File: config.mk
export PLATFORM = sky130hd
export DESIGN_NAME = sr_frame_ctrl
export DESIGN_NICKNAME = d
export VERILOG_FILES = /design/src/rtl/sr_frame_ctrl.sv
export SDC_FILE = /design/constraint.sdc
export NUM_CORES = 1
export LEC_CHECK = 0
export BUFFER_PORTS_ARGS = -buffer_cell sky130_fd_sc_hd__buf_4
export CAP_MARGIN = 20
export CELL_PAD_IN_SITES_DETAIL_PLACEMENT = 0
export CELL_PAD_IN_SITES_GLOBAL_PLACEMENT = 1
export CORE_MARGIN = 1.5
export CORE_UTILIZATION = 39
export CTS_CLUSTER_SIZE = 40
export DETAILED_ROUTE_END_ITERATION = 7
export GPL_ROUTABILITY_DRIVEN = 0
export PLACE_DENSITY = 0.74
export SYNTH_ARGS = -nofsm -noshare
export SYNTH_HDL_FRONTEND = slang
export SYNTH_SLANG_ARGS = --single-unit
File: constraint.sdc
create_clock -name clk -period 1.6 [get_ports clk]
set_input_delay 0.16 -clock clk [delete_from_list [all_inputs] [get_ports clk]]
set_output_delay 0.16 -clock clk [all_outputs]
set_load 0.005 [all_outputs]
File: src/rtl/sr_frame_ctrl.sv
// sr_frame_ctrl: receive-side sequencer for the stp_sr_N_lsb shift register.
//
// Watches an idle-high serial line, qualifies the start bit at its centre and
// emits one shift_enable pulse per data bit at the bit centre. It then checks
// the stop bit and pulses load_buffer so the downstream buffer captures the
// shift register's parallel_out. The shift register's serial_in must be fed
// from sync_out so that data and enable line up on the same cycle.
//
// Parameters:
//   DATA_BITS  data bits per frame (1..16), equal to the shift register size
//   BIT_PERIOD clock cycles per serial bit (even, >= 4)
//
// Ports:
//   clk           system clock, rising edge
//   rst           asynchronous active-high reset
//   serial_in     raw serial line, idle high
//   data_read     consumer took the word; clears data_ready / overrun_error
//   sync_out      2-FF synchronised serial_in
//   shift_enable  one-cycle pulse per data bit
//   load_buffer   one-cycle pulse, valid frame held in the shift register
//   data_ready    buffered word pending
//   framing_error last frame had a zero stop bit
//   overrun_error frame loaded while data_ready was already set
//   parity_error  even-parity mismatch on last frame (0 without the macro)
//   busy          any state other than idle
//
// Build option: define SR_FRAME_PARITY_EN to add one even-parity bit after the
// data bits. Without it there is no parity state and parity_error is tied 0.

module sr_frame_ctrl #(
  parameter int unsigned DATA_BITS  = 4,
  parameter int unsigned BIT_PERIOD = 10
) (
  input  logic clk,
  input  logic rst,
  input  logic serial_in,
  input  logic data_read,
  output logic sync_out,
  output logic shift_enable,
  output logic load_buffer,
  output logic data_ready,
  output logic framing_error,
  output logic overrun_error,
  output logic parity_error,
  output logic busy
);

  localparam int unsigned CntW  = $clog2(BIT_PERIOD);
  localparam int unsigned BitsW = $clog2(DATA_BITS + 1);

  localparam logic [CntW-1:0]  CntHalf  = CntW'(BIT_PERIOD / 2 - 1);
  localparam logic [CntW-1:0]  CntLast  = CntW'(BIT_PERIOD - 1);
  localparam logic [BitsW-1:0] BitsLast = BitsW'(DATA_BITS - 1);

  typedef enum logic [2:0] {
    StIdle,
    StStart,
    StData,
`ifdef SR_FRAME_PARITY_EN
    StParity,
`endif
    StStop,
    StLoad
  } state_e;

  state_e           state_q, state_d;
  logic [CntW-1:0]  cnt_q, cnt_d;
  logic [BitsW-1:0] bits_q, bits_d;
  logic             sync_meta_q, sync_q, sync_prev_q;
  logic             framing_q, framing_d;
  logic             data_ready_q, data_ready_d;
  logic             overrun_q, overrun_d;
  logic             frame_ok;

`ifdef SR_FRAME_PARITY_EN
  logic par_acc_q, par_acc_d;
  logic par_bad_q, par_bad_d;
  logic parity_error_q, parity_error_d;
`endif

  // Synchroniser plus one history flop for falling-edge detection. All reset
  // to the idle level so leaving reset never looks like a start edge.
  always_ff @(posedge clk or posedge rst) begin
    if (rst) begin
      sync_meta_q <= 1'b1;
      sync_q      <= 1'b1;
      sync_prev_q <= 1'b1;
    end else begin
      sync_meta_q <= serial_in;
      sync_q      <= sync_meta_q;
      sync_prev_q <= sync_q;
    end
  end

  always_ff @(posedge clk or posedge rst) begin
    if (rst) begin
      state_q      <= StIdle;
      cnt_q        <= '0;
      bits_q       <= '0;
      framing_q    <= 1'b0;
      data_ready_q <= 1'b0;
      overrun_q    <= 1'b0;
    end else begin
      state_q      <= state_d;
      cnt_q        <= cnt_d;
      bits_q       <= bits_d;
      framing_q    <= framing_d;
      data_ready_q <= data_ready_d;
      overrun_q    <= overrun_d;
    end
  end

`ifdef SR_FRAME_PARITY_EN
  always_ff @(posedge clk or posedge rst) begin
    if (rst) begin
      par_acc_q      <= 1'b0;
      par_bad_q      <= 1'b0;
      parity_error_q <= 1'b0;
    end else begin
      par_acc_q      <= par_acc_d;
      par_bad_q      <= par_bad_d;
      parity_error_q <= parity_error_d;
    end
  end

  assign frame_ok = !framing_q && !par_bad_q;
`else
  assign frame_ok = !framing_q;
`endif

  always_comb begin
    state_d      = state_q;
    cnt_d        = cnt_q;
    bits_d       = bits_q;
    framing_d    = framing_q;
    data_ready_d = data_ready_q;
    overrun_d    = overrun_q;
    shift_enable = 1'b0;
    load_buffer  = 1'b0;
`ifdef SR_FRAME_PARITY_EN
    par_acc_d      = par_acc_q;
    par_bad_d      = par_bad_q;
    parity_error_d = parity_error_q;
`endif

    // Consumer acknowledge may arrive in any cycle; a load below overrides it.
    if (data_read) begin
      data_ready_d = 1'b0;
      overrun_d    = 1'b0;
    end

    unique case (state_q)
      StIdle: begin
        if (sync_prev_q && !sync_q) begin
          state_d   = StStart;
          cnt_d     = '0;
          framing_d = 1'b0;
`ifdef SR_FRAME_PARITY_EN
          parity_error_d = 1'b0;
          par_bad_d      = 1'b0;
`endif
        end
      end

      StStart: begin
        if (cnt_q == CntHalf) begin
          cnt_d = '0;
          if (!sync_q) begin
            state_d = StData;
            bits_d  = '0;
`ifdef SR_FRAME_PARITY_EN
            par_acc_d = 1'b0;
`endif
          end else begin
            // Line bounced back high before mid-bit: not a real start bit.
            state_d = StIdle;
          end
        end else begin
          cnt_d = cnt_q + CntW'(1);
        end
      end

      StData: begin
        if (cnt_q == CntLast) begin
          shift_enable = 1'b1;
          cnt_d        = '0;
          bits_d       = bits_q + BitsW'(1);
`ifdef SR_FRAME_PARITY_EN
          par_acc_d = par_acc_q ^ sync_q;
`endif
          if (bits_q == BitsLast) begin
`ifdef SR_FRAME_PARITY_EN
            state_d = StParity;
`else
            state_d = StStop;
`endif
          end
        end else begin
          cnt_d = cnt_q + CntW'(1);
        end
      end

`ifdef SR_FRAME_PARITY_EN
      StParity: begin
        if (cnt_q == CntLast) begin
          // Even parity: data ones plus parity bit must be even.
          par_bad_d = par_acc_q ^ sync_q;
          cnt_d     = '0;
          state_d   = StStop;
        end else begin
          cnt_d = cnt_q + CntW'(1);
        end
      end
`endif

      StStop: begin
        if (cnt_q == CntLast) begin
          framing_d = !sync_q;
          cnt_d     = '0;
          state_d   = StLoad;
        end else begin
          cnt_d = cnt_q + CntW'(1);
        end
      end

      StLoad: begin
        state_d = StIdle;
`ifdef SR_FRAME_PARITY_EN
        parity_error_d = par_bad_q;
`endif
        if (frame_ok) begin
          load_buffer  = 1'b1;
          data_ready_d = 1'b1;
          if (data_ready_q && !data_read) begin
            overrun_d = 1'b1;
          end
        end
      end

      default: begin
        state_d = StIdle;
      end
    endcase
  end

  assign sync_out      = sync_q;
  assign data_ready    = data_ready_q;
  assign framing_error = framing_q;
  assign overrun_error = overrun_q;
  assign busy          = (state_q != StIdle);
`ifdef SR_FRAME_PARITY_EN
  assign parity_error  = parity_error_q;
`else
  assign parity_error  = 1'b0;
`endif

endmodule

## Yosys cells after proc, flatten, opt, wreduce, memory -nomap -nowiden

Cells that the tools add are included.
W data, S select, Z words.

- Output and inout bits: 8
- Logic and storage cells: 67
- Flip-flop bits (word level): 16

- Add/subtract/negate cells: 2
- Equal/unequal tests: 13
- Reduce and logical (&&, ||, !) cells: 14
- Muxes and demuxes: 29

Operators with widths:

| operator | count |
|---|---|
| $mux W3 | 8 |
| $mux W1 | 13 |
| $mux W4 | 3 |
| $ne A2 B2 Y1 const B | 6 |
| $pmux W3 S4 | 1 |
| $pmux W4 S3 | 1 |
| $eq A3 B2 Y1 const B | 3 |
| $pmux W3 S2 | 1 |
| $reduce_bool A3 Y1 | 2 |
| $reduce_and A5 Y1 | 1 |
| $add A4 B1 Y4 const B | 1 |
| $eq A4 B3 Y1 const B | 1 |
| $eq A4 B4 Y1 const B | 1 |
| $reduce_and A4 Y1 | 1 |
| $reduce_bool A2 Y1 | 2 |
| $add A3 B1 Y3 const B | 1 |
| $eq A3 B1 Y1 const B | 1 |
| $eq A3 B3 Y1 const B | 1 |
| $logic_not A3 Y1 | 1 |
| $reduce_and A3 Y1 | 1 |
| $logic_and A1 B1 Y1 | 2 |
| $logic_not A1 Y1 | 2 |
| $mux W2 | 1 |
| $pmux W1 S2 | 1 |
| other kinds (2) | 2 |

## Depth between registers and ports, before layout

- Depth after elaboration: 5
- Mapped depth: 6
- Depth with buffers taken out: 6

## Worst setup path before layout

Ideal clock, no wire load.

- Kind: flip-flop to flip-flop
- Start: register cnt_q[1]
- End: register bits_q[0]
- Path buffers: 0
- Data arrival time: 1449 ps
- Path slack: 26 ps
- Stages on the path, launching flop included: 7
- Period minus slack after synthesis: 1574 ps
- Data required time: 1475 ps
- Path through: dfrtp_1 inv_1 ha_1 nor2b_1 nor4b_4 a31oi_2 mux2_4

- Cells in the longest elaborated chain, start to end: 3

Ends and longest elaborated chain:

| item | line | source |
|---|---|---|
| start: declaration | 67 | `logic [CntW-1:0] cnt_q, cnt_d;` |
| start signal: assignment | 105 | `cnt_q <= cnt_d;` |
| $eq A4 B4 Y1 or $eq A4 B3 Y1 (tied branches) | 184, 166 |  |
| $ne A2 B2 Y1 (no source line) | - |  |
| $reduce_and A4 Y1 (no source line) (*) | - |  |
| end signal: assignment | 106 | `bits_q <= bits_d;` |
| end: declaration | 68 | `logic [BitsW-1:0] bits_q, bits_d;` |

Every way passes the cells marked *; elsewhere a longest branch is shown, timed or not.
A chain may end at the register's enable or synchronous reset.

## Worst setup path after layout

- Start: register cnt_q[1]
- End: output shift_enable

- Cells in the longest elaborated chain, start to end: 3

Ends and longest elaborated chain:

| item | line | source |
|---|---|---|
| $eq A4 B4 Y1 | 184 | `if (cnt_q == CntLast) begin` |
| $mux W1 | 184 |  |
| $mux W1 | 152 | `unique case (state_q)` |
| end: declaration | 39 | `output logic shift_enable,` |

No other way between the ends.

==> run_results.csv <==
group,metric,value,unit
grt,grt_max_degree,17,
critical_path,cp_cell_sequence,"inv_2, ha_4, nor2b_4, nor4b_4, buf_4, buf_6",
critical_path,start_kind,"flop",
finish,fin_area,1160,sq um
place,place_area,987,sq um
die,rows,16,
critical_path,r2r_end,"cnt_q[0]",
clock_network,cts_buffer_depth,2,
timing,fin_crit_sh,1.04,
routing,vias_per_cell,4.98,
clock_network,cts_buffers,3,
critical_path,r2r-start,"cnt_q[1]",
hold_path,hold_path_startpoint,"data_read",
timing,drv_slew,0,
finish,multi_input_area,450,sq um
synth,synth-main-ff-cell,"dfrtp_1",
clock_network,cts_tree,"built",
clock_network,clkLatencyLatePin,290,ps
place,io_buffers,10,
hold_path,hold_end,"overrun_error",
grt,grt_overflow_total,0,
critical_path,cp_slowest_stage_delay,410,ps
grt,grt_usage,0.167,
routing,drt_wl_total,1710,um
grt,antenna_found_initial,0,
critical_path,rr_worst_depth,7,
synth,syn_avg_cell_area,11.1,sq um
place,dp.cells,117,
clock_network,cts_sinks,16,
synth,ys_ff_latch,16,
place,pre_cts_slack,-0.167,ps
clock_network,clk_pin_slew_worst_paths,110,ps
timing,fin_ws,-60.1,ps
synth,synthTopCellsByArea,"dfrtp_1 (38%), dfstp_2 (9.1%), ha_1 (7.2%), inv_1 (3.5%), a22o_1 (3.0%)",
die,start_util,0.428,
die,num_io_pins,12,
critical_path,cpMaxStageDelayCell,"dfrtp_1",
grt,grt_pass1_wl,3180,um
routing,ant_nets,0,
synth,synth_compound_area_frac,0.148,
die,die_h,50.1,um
finish,final_layout_size_suffix_gt1_frac,0.456,
power_and_ir_drop,ir_drop,1090,uV
timing,post-route-min-period,1660,ps
critical_path,critPathMaxFanout,2,
synth,synth_warnings,0,
routing,drtIter0Drc,12,
synth,yosysMostFrequentCell,"dfrtp_1",
timing,rsz0062_at_grt,"true",
power_and_ir_drop,p_leak,0.565,nW
grt,first_global_vias,703,
finish,syn2layout_area_growth,34.0,%
synth,ys_types,36,
timing,setup_viol,4,
synth,async_reset_ff_frac,1.00,
critical_path,crit_arrival,1500,ps
timing,hold_viol_final,0,
synth,ys_seq_area_frac,0.467,
job,cap_viol_max_count,0,
synth,synthAdderAreaFrac,0.0724,
clock_network,htree_levels,1,
routing,firstDrtPassIters,4,
die,die_w,50.1,um
timing,worst_pin_slew,597,ps
synth,synthesis.nets,87,
clock_network,cts_root_buffer,"clkbuf_4",
power_and_ir_drop,total_power,1.73,mW
critical_path,critPathCaptureType,"primary output",
hold_path,hold_path_class,"in -> reg",
synth,synthMuxAreaShare,0.0420,
critical_path,r2r_slack,-60,ps
finish,ff_latch_area,408,sq um
synth,synth_simple_gate_area_frac,0.195,
synth,yosysTopAreaCell,"dfrtp_1",
timing,slew_headroom,0.601,
critical_path,cp.required,1440,ps
finish,final_util,0.573,
routing,vias,648,
synth,synth_edf_count,0,
power_and_ir_drop,p_per_area,1490,nW/um^2
synth,synth_xor_area_frac,0,
critical_path,cp_num_buf_inv,3,
finish,stdcell_count,130,
routing,avgRoutedWirePerCell,13.1,um
timing,finalClockSkew,10.6,ps
hold_path,holdPathStages,2,
routing,drc,0,
critical_path,crit_family,"flip-flops",
synth,synth_area,865,sq um
synth,syn_inst,78,
die,dieArea,2510,sq um
critical_path,path_class,"reg -> out",
run_status,violations,"setup timing",
synth,netlist_top_cells_count,"dfrtp_1 (13), inv_1 (8), nor2_1 (6), ha_1 (5)",
finish,nNetsFinal,113,
place,dpl.hpwl,1140,um
finish,fillers,176,
synth,synth_top_cell_area_share,0.376,
run_status,status,"complete, but fails checks",
timing,max_freq,602,MHz
die,core_area,2020,sq um
synth,synth_top_family_by_area,"simple AND/OR/NAND/NOR gates",
finish,num_antenna_cells,0,
## placed cells by master (no fill, tap or decap), types with 2 or more instances in the layout
cell type      synthesis  final
buf_4                  2     21
o21ai_0                3      2
dfstp_2                3      3
nand3_1                2      2
ha_1                   5      4
dlygate4sd3_1          0      2
dfrtp_2                0      3
a21oi_1                2      2
nor4b_4                1      2
a22o_1                 3      3
inv_1                  8      7
dfrtp_1               13     10
nor2_1                 6      6
nor3_1                 2      2
a21o_1                 2      2
buf_6                  1      2
clkbuf_4               0      3
nand2_1                2      2
## worst max-delay path by stage
stage | startpoint | end | slack (ps) | cells after the start
4_1_cts | cnt_q[1] | shift_enable | -80 | 6
5_1_grt | cnt_q[1] | shift_enable | -160 | 6
2_1_floorplan | cnt_q[1] | bits_q[0] | 30 | 6
6_report | cnt_q[1] | shift_enable | -60 | 6
3_5_place_dp | cnt_q[0] | cnt_q[0] | -0.2 | 6
3_3_place_gp | cnt_q[0] | cnt_q[0] | 40 | 6
## layout make-up
class	instances	share of cell area
Multi-Input combinational cell	50	0.389
Sequential cell	16	0.352
Timing Repair Buffer	25	0.173
Clock buffer	4	0.0313
Tap cell	27	0.0292
Inverter	8	0.0259
## kinds of logic (layout without fill, tap and decap cells)
family	count (synthesis)	after routing
simple gates	24	24
compound gates	17	17
flops	16	16
buf+inv	12	37
fa+ha+maj	5	5
mux	3	3
other cells	1	1
## sequential cells by signal, summed over array words and instances (netlist names)
signal         flops
cnt_q              4
bits_q             3
state_q            3
data_ready         1
framing_error      1
overrun_error      1
sync_meta_q        1
sync_out           1
sync_prev_q        1
## repair_timing
item                                    4_1_cts  5_1_grt
hold endpoints to repair                     14        0
resized for setup                            13        3
hold buffers                                  2        0
setup buffers                                 5        2
gates cloned                                  0        0
pin swaps                                     3        3
endpoints found under the setup margin        5       11
## metrics by stage
step,TNS (ps),hold slack [ps]
final,-131,23.2
after global routing,-725,20.1
after CTS,-115,12.1
after detailed placement,-0.167,269
after global placement,0,269
after floorplan,0,71.6
## layer usage
metal  track usage  vias up  share of wire
met5             0        -              0
met4        0.0556        0         0.0047
met3        0.0394        2          0.026
met2         0.250        9           0.48
met1         0.233      315           0.49
li1              -      322              -
## power breakdown
group          internal (mW)  switching [mW]  total [mW]
Sequential             0.511           0.184       0.695
Clock                  0.138           0.143       0.282
Combinational          0.452           0.301       0.754
Note: power is estimated with default switching activity, not from simulation.
